$ cat src/rtl/ram_arbiter_pkg.sv
// Shared cpu types for the dual-core RAM arbiter.
// RAM status encoding, arbiter FSM states and the default word width.
package ram_arbiter_pkg;

    localparam int WORD_W_DEFAULT = 32;

    typedef enum logic [1:0] {
        FREE   = 2'd0,
        BUSY   = 2'd1,
        ACCESS = 2'd2,
        ERROR  = 2'd3
    } ramstate_t;

    typedef enum logic {
        IDLE  = 1'b0,
        GRANT = 1'b1
    } arb_state_t;

endpackage

$ cat src/rtl/ram_arbiter_rr_pick2.sv
// Two-way round-robin pick: ptr names the core that wins a tie.
// Output is one-hot, or zero when nobody requests.
module rr_pick2 (
    input  logic [1:0] req,
    input  logic       ptr,
    output logic [1:0] gnt
);

    always_comb begin
        gnt    = 2'b00;
        gnt[0] = req[0] & (~req[1] | ~ptr);
        gnt[1] = req[1] & (~req[0] | ptr);
    end

endmodule

$ cat src/rtl/ram_arbiter.sv
// Shares one RAM port between two cores' instruction and data sides.
// A grant lasts until ACCESS, ERROR or the owner dropping its request.
module ram_arbiter
    import ram_arbiter_pkg::*;
#(
    parameter int WORD_W = WORD_W_DEFAULT
) (
    input  logic                   CLK,
    input  logic                   RST,
    input  logic [1:0]             iREN,
    input  logic [1:0][WORD_W-1:0] iaddr,
    input  logic [1:0]             dREN,
    input  logic [1:0]             dWEN,
    input  logic [1:0][WORD_W-1:0] daddr,
    input  logic [1:0][WORD_W-1:0] dstore,
    output logic [1:0]             iwait,
    output logic [1:0]             dwait,
    output logic [1:0][WORD_W-1:0] iload,
    output logic [1:0][WORD_W-1:0] dload,
    output logic [WORD_W-1:0]      ramaddr,
    output logic [WORD_W-1:0]      ramstore,
    output logic                   ramREN,
    output logic                   ramWEN,
    input  logic [WORD_W-1:0]      ramload,
    input  logic [1:0]             ramstate
);

    arb_state_t state, nstate;
    ramstate_t  rs;

    logic       own;
    logic       own_d;
    logic       ptr;
    logic [1:0] dreq;
    logic [1:0] creq;
    logic [1:0] pick;
    logic       pick_core;
    logic       own_act;
    logic       busy;
    logic       done;

    assign rs        = ramstate_t'(ramstate);
    assign dreq      = dREN | dWEN;
    assign creq      = dreq | iREN;
    assign pick_core = pick[1];

    rr_pick2 u_pick (
        .req (creq),
        .ptr (ptr),
        .gnt (pick)
    );

    // Owner still asking for the side it was granted.
    assign own_act = own_d ? dreq[own] : iREN[own];
    assign busy    = (state == GRANT) && own_act && !RST;
    assign done    = busy && (rs == ACCESS);

    always_ff @(posedge CLK or posedge RST) begin
        if (RST) begin
            state <= IDLE;
            own   <= 1'b0;
            own_d <= 1'b0;
            ptr   <= 1'b0;
        end else begin
            state <= nstate;
            if (state == IDLE && |creq) begin
                own   <= pick_core;
                own_d <= dreq[pick_core];
            end
            if (done) begin
                ptr <= ~own;
            end
        end
    end

    always_comb begin
        nstate = state;
        case (state)
            IDLE: begin
                if (|creq) begin
                    nstate = GRANT;
                end
            end
            GRANT: begin
                if (!own_act || rs == ACCESS || rs == ERROR) begin
                    nstate = IDLE;
                end
            end
            default: nstate = IDLE;
        endcase
    end

    always_comb begin
        ramaddr  = '0;
        ramstore = '0;
        ramREN   = 1'b0;
        ramWEN   = 1'b0;
        iwait    = iREN;
        dwait    = dreq;
        iload    = '0;
        dload    = '0;
        if (busy) begin
            if (own_d) begin
                ramaddr    = daddr[own];
                ramWEN     = dWEN[own];
                ramREN     = ~dWEN[own];
                dload[own] = ramload;
                if (dWEN[own]) begin
                    ramstore = dstore[own];
                end
                if (rs == ACCESS) begin
                    dwait[own] = 1'b0;
                end
            end else begin
                ramaddr    = iaddr[own];
                ramREN     = 1'b1;
                iload[own] = ramload;
                if (rs == ACCESS) begin
                    iwait[own] = 1'b0;
                end
            end
        end
    end

endmodule

$ cat config.mk
export PLATFORM = sky130hd
export DESIGN_NAME = ram_arbiter
export DESIGN_NICKNAME = d
export VERILOG_FILES = /design/src/rtl/ram_arbiter_pkg.sv /design/src/rtl/ram_arbiter_rr_pick2.sv /design/src/rtl/ram_arbiter.sv
export SDC_FILE = /design/constraint.sdc
export NUM_CORES = 1
export LEC_CHECK = 0
export CAP_MARGIN = 20
export CORE_AREA = 2 2 168 170
export CTS_BUF_LIST = sky130_fd_sc_hd__clkbuf_4
export DETAILED_ROUTE_END_ITERATION = 8
export DIE_AREA = 0 0 170 172
export GPL_ROUTABILITY_DRIVEN = 1
export SLEW_MARGIN = 40
export SYNTH_ARGS = -nofsm -noshare
export SYNTH_HDL_FRONTEND = slang
export SYNTH_HIERARCHICAL = 1
export SYNTH_SLANG_ARGS = --single-unit
$ cat constraint.sdc
create_clock -name CLK -period 3 [get_ports CLK]
set_clock_uncertainty 0.2 [all_clocks]
set_input_delay 0.3 -clock CLK [delete_from_list [all_inputs] [get_ports CLK]]
set_output_delay 0.3 -clock CLK [all_outputs]
set_load 0.01 [all_outputs]
Word level (Yosys, flattened, before mapping)
Index checks and enable logic that the tools add are counted.
Widths: inputs -> output; s select.
{"block": "word_totals", "wordCells": 72, "out_inout_bits": 198, "register_bits": 4}
{"block": "op_classes", "n_eq_ne": 2, "muxes": 41, "reduce_logical": 10, "bitwise": 12, "magnitude_cmp": 3}
{"operator": "$mux 32", "count": 12}
{"operator": "$mux 64", "count": 4}
{"operator": "$and 64x64->64", "count": 1}
{"operator": "$demux 32 s1", "count": 1}
{"operator": "$mux 1", "count": 16}
{"operator": "$mux 2", "count": 6}
{"operator": "$logic_and 1x1->1", "count": 5}
{"operator": "$and 2x2->2", "count": 2}
{"operator": "$eq 2x2->1 const B", "count": 2}
{"operator": "$lt 1x2->1 const B", "count": 2}
{"operator": "$not 1->1", "count": 4}
{"operator": "$or 2x2->2", "count": 2}
{"operator": "$logic_not 1->1", "count": 2}
{"operator": "$logic_or 1x1->1", "count": 2}
{"operator": "$not 2->2", "count": 1}
{"operator": "$pmux 1 s2", "count": 1}
{"operator": "$reduce_or 2->1", "count": 1}
{"operator": "$and 1x1->1", "count": 1}
{"operator": "$demux 1 s1", "count": 1}
{"operator": "$ge 1x1->1 const B", "count": 1}
{"operator": "$or 1x1->1", "count": 1}

Logic depth before layout (Yosys ltp)
{"block": "depth", "depth_word": 9, "mapped_depth": 6, "mapped_depth_nobuf": 6}

Cells and area by module
The synthesis kept the hierarchy.
{"module": "ram_arbiter", "area_per_inst_um2": 2999.1, "seq_area_each_um2": 100.1, "cells_each": 339, "instances": 1}
{"module": "rr_pick2", "area_per_inst_um2": 18.8, "seq_area_each_um2": 0.0, "cells_each": 3, "instances": 1}

Worst setup path after synthesis
No wires, ideal clock.
{"block": "synth_path", "path_kind": "flip-flop to output port", "startpoint": "register own", "endpoint": "output ramstore[0]", "path_buffers": 2, "stages_incl_launch_ff": 5, "arrival_time_ns": 1.674, "path_slack_ns": 0.826, "path_cell_list": "dfrtp_1 > buf_2 > mux4_2 > buf_2 > nor4_1"}
{"block": "synth_between", "elab_chain_len": 6, "elab_cells_between_ends": 14, "cone_classes": "mux (12); reduce/logical (2)"}
{"item": "start, declared", "line": "ram_arbiter.sv:31", "text": "logic own;"}
{"item": "start signal, assigned", "line": "ram_arbiter.sv:67", "text": "own <= pick_core;"}
{"item": "$mux 1 (not written as such) (2 in a row)", "line": "ram_arbiter.sv:54", "text": "assign own_act = own_d ? dreq[own] : iREN[own];"}
{"item": "$mux 1", "line": "ram_arbiter.sv:54"}
{"item": "$logic_and 1x1->1 (2 in a row)", "line": "ram_arbiter.sv:55", "text": "assign busy = (state == GRANT) && own_act && !RST;"}
{"item": "$mux 32 *", "line": "ram_arbiter.sv:102", "text": "if (busy) begin"}
{"item": "end, declared", "line": "ram_arbiter.sv:21", "text": "output logic [WORD_W-1:0] ramstore,"}
Every way passes the cells marked *; elsewhere a longest branch is shown, timed or not. The select of a mux whose other input is x is not followed.

Worst setup path after layout
{"block": "layout_path", "startpoint": "input dREN[1]", "endpoint": "output ramstore[24]"}
{"block": "layout_between", "elab_chain_len": 7}
{"item": "start, declared", "line": "ram_arbiter.sv:12", "text": "input logic [1:0] dREN,"}
{"item": "$or 2x2->2", "line": "ram_arbiter.sv:43", "text": "assign dreq = dREN | dWEN;"}
{"item": "$mux 1 (not written as such) (2 in a row)", "line": "ram_arbiter.sv:54"}
{"item": "$mux 1", "line": "ram_arbiter.sv:54"}
{"item": "$logic_and 1x1->1 (2 in a row)", "line": "ram_arbiter.sv:55"}
{"item": "$mux 32", "line": "ram_arbiter.sv:102"}
No other way between the ends. The select of a mux whose other input is x is not followed.

==> metrics.md <==
| Metric | Value |
|---|---|
| Worst Slack Setup Final | -12.4 ps |
| Count of port buffers added during placement | 431 |
| Detailed-route wire length per cell | 17.3 um |
| Post-route antenna net violation count | 0 |
| CP Launch Type | input port |
| Cell Int Power | 1990 uW |
| Clock transition at the registers of the reported paths | 40 ps |
| Avg Vias per Cell | 3.91 |
| Hold WC Path Type | in -> async |
| Number of antenna violations at the first check in global routing | 0 |
| Maximum number of pins on one net before global-route repair | 62 |
| Number of global-route vias before repair | 4494 |
| Placed wire-length estimate after detailed placement | 15000 um |
| Drt initial violations | 92 |
| Die area | 29200 um2 |
| Global router's overall resource usage | 11.5% |
| Syn Area/Cell | 8.83 um2 |
| Clock Tree Root | sky130_fd_sc_hd__clkbuf_4 |
| Total leakage power | 0.00347 uW |
| Fill cells | 2903 |
| Time the worst path needs with I/O delays and setup | 3010 ps |
| Clk sink count | 4 |
| Yosys warns | 6 |
| Critical path cell sequence | clkdlybuf4s50_1 > nor2_1 > mux4_4 > buf_4 > clkbuf_16 > nor4_1 > clkdlybuf4s15_1 |
| Routability-driven placement congestion ratio | 0.763 |
| Number of nets in the layout | 999 |
| Critical path capture point type | output port |
| Post-route core utilization | 29.3% |
| Number of top-level design ports | 432 |
| Core area | 27500 um2 |
| Part of the power in combinational logic | 93.8% |
| Synth Net Count | 575 |
| Site row count | 61 |
| Final-layout worst hold slack | 125 ps |
| Share of layout cells above drive strength 1 | 16.0% |
| Arrival time reported for the critical path endpoint | 2510 ps |
| Ant diodes | 0 |
| Clk Latency, worst-skew pair | 230 ps |
| Number of violations of the max-capacitance limit | 0 |
| DRC violation count after routing | 0 |
| RSZ-0062 raised after global routing | yes |
| H-tree levels | 1 |
| CTS buffer count | 3 |
| Count of endpoints failing hold in the final timing report | 0 |
| First-pass iteration count of the detailed router | 4 |
| Max Transition Viols Final | 0 |
| Proportion of total power due to net switching | 43.8% |
| Final setup violation count | 1 |
| Most common cell after layout, fill and taps aside | sky130_fd_sc_hd__clkdlybuf4s50_1 |
| Area overhead of the layout relative to synthesis | 167% |
| Reg2Reg Launch Point | own$_DFFE_PP0P_ |
| Power density relative to cell area | 441 nW/um2 |
| Wire length of the first global-routing pass | 26200 um |
| Launching element of the worst setup path | dREN[1] |
| Register share of total power | 3.9% |
| Maximum clock insertion buffer count | 2 |
| Critical path class | in -> out |
| FMAX | 332 MHz |
| Crit share post-route | 100% |
| Starting Density | 11.0% |
| Leading cell types in the layout, fill and taps excluded | sky130_fd_sc_hd__clkdlybuf4s50_1, sky130_fd_sc_hd__and2_1, sky130_fd_sc_hd__mux4_2, sky130_fd_sc_hd__mux2i_1, sky130_fd_sc_hd__nor4_1 |
| Total wire length after detailed routing | 19200 um |
| Reported net switching power | 1560 uW |
| Quantity of hold-fixing buffers added after cts | 0 |
| Floorplan die height | 172 um |
| Worst-case headroom to the max-slew limit | 71.5% |
| Largest vdd supply drop | 0.355 mV |
| Largest stage delay on the critical path | 650 ps |
| Max Fanout on Critical Path | 27 |
| Total via count in the routed design | 4345 |
| Chip Width | 170 um |
| Run status | complete, but fails checks |
| Clock Power Share | 2.3% |
| TritonCTS clock tree | built |
| Critical Path Slowest Stage Cell | sky130_fd_sc_hd__mux4_4 |
| Post-Syn Instances | 341 |
| Global route total overflow | 0 |
| Data required time of the critical path | 2500 ps |
| Post-synthesis instance area | 3010 um2 |
| Violations in the final reports | negative setup slack |
| Slew @ Worst Pin | 422 ps |
## path summary, 6_finish.rpt
| path | end | slack, ps | cells after the start |
|---|---|---|---|
| worst min register to register | ptr$_DFFE_PP0P_ | 310 | 1 |
| worst min-delay path | own$_DFFE_PP0P_ | 130 | 2 |
| worst max register to register | state$_DFF_PP0_ | 920 | 4 |
| max in group asynchronous | own$_DFFE_PP0P_ | 2310 | 2 |
| worst max-delay path | ramstore[24] | -10 | 7 |
| min in group CLK | ptr$_DFFE_PP0P_ | 310 | 1 |
## what timing repair did
| item | 4_1_cts | 5_1_grt |
|---|---|---|
| buffers inserted | 0 | 3 |
| cloned | 1 | 2 |
| setup endpoints to repair | 130 | 74 |
| resized for setup | 37 | 79 |
| hold endpoints to repair | 0 | 0 |
| pin swaps | 0 | 3 |
## through the flow
step           std cells  area, um2  setup TNS [ps]  setup slack (ps)  total power, uW
3_5_place_dp        1100       7910           -8090              -208             3360
5_1_grt             1110       8050            -557             -91.5             3810
6_report            1110       8050           -12.4             -12.4             3550
3_3_place_gp        1100       7910           -7130              -178             3340
2_1_floorplan        341       3010               0               826             1890
4_1_cts             1105       7940           -3100              -207             3500
## power by group through the flow
stage | clock network [uW] | registers (uW) | logic, uW
after global placement | 0 | 122 | 3210
final | 80.5 | 139 | 3330
after CTS | 82.8 | 133 | 3280
after floorplan | 0 | 91.6 | 1800
after global routing | 87.1 | 150 | 3570
after detailed placement | 0 | 123 | 3230
## layer usage
| layer | routed length (um) | vias to the layer above | global-route usage (%) | share of wire, % |
|---|---|---|---|---|
| li1 | - | 2101 | - | - |
| met1 | 7710 | 1992 | 13.3 | 40 |
| met2 | 9910 | 245 | 22.5 | 52 |
| met3 | 1560 | 7 | 2.56 | 8.1 |
| met4 | 60 | 0 | 0.706 | 0.31 |
| met5 | 0 | - | 0 | 0 |
## critical path, delay by kind of cell
kind	cells	cell delay, ps
buffers and inverters	4	1180
multiplexers	1	650
AND/OR/NAND/NOR	2	370
## flip-flops by register name, indices dropped and copies added (netlist names)
name and cells:
ptr 1, own 1, state 1, own_d 1
## area by class of cell
type / count / area [um2] / share of cell area, %
clock buffers: 4 / 30.0 / 0.373
inverters: 6 / 26.3 / 0.326
multi-input cells: 288 / 2730 / 33.9
flip-flops and latches: 4 / 105 / 1.31
well taps: 346 / 433 / 5.38
repair buffers: 462 / 4730 / 58.7
(Power assumes the default switching activity.)
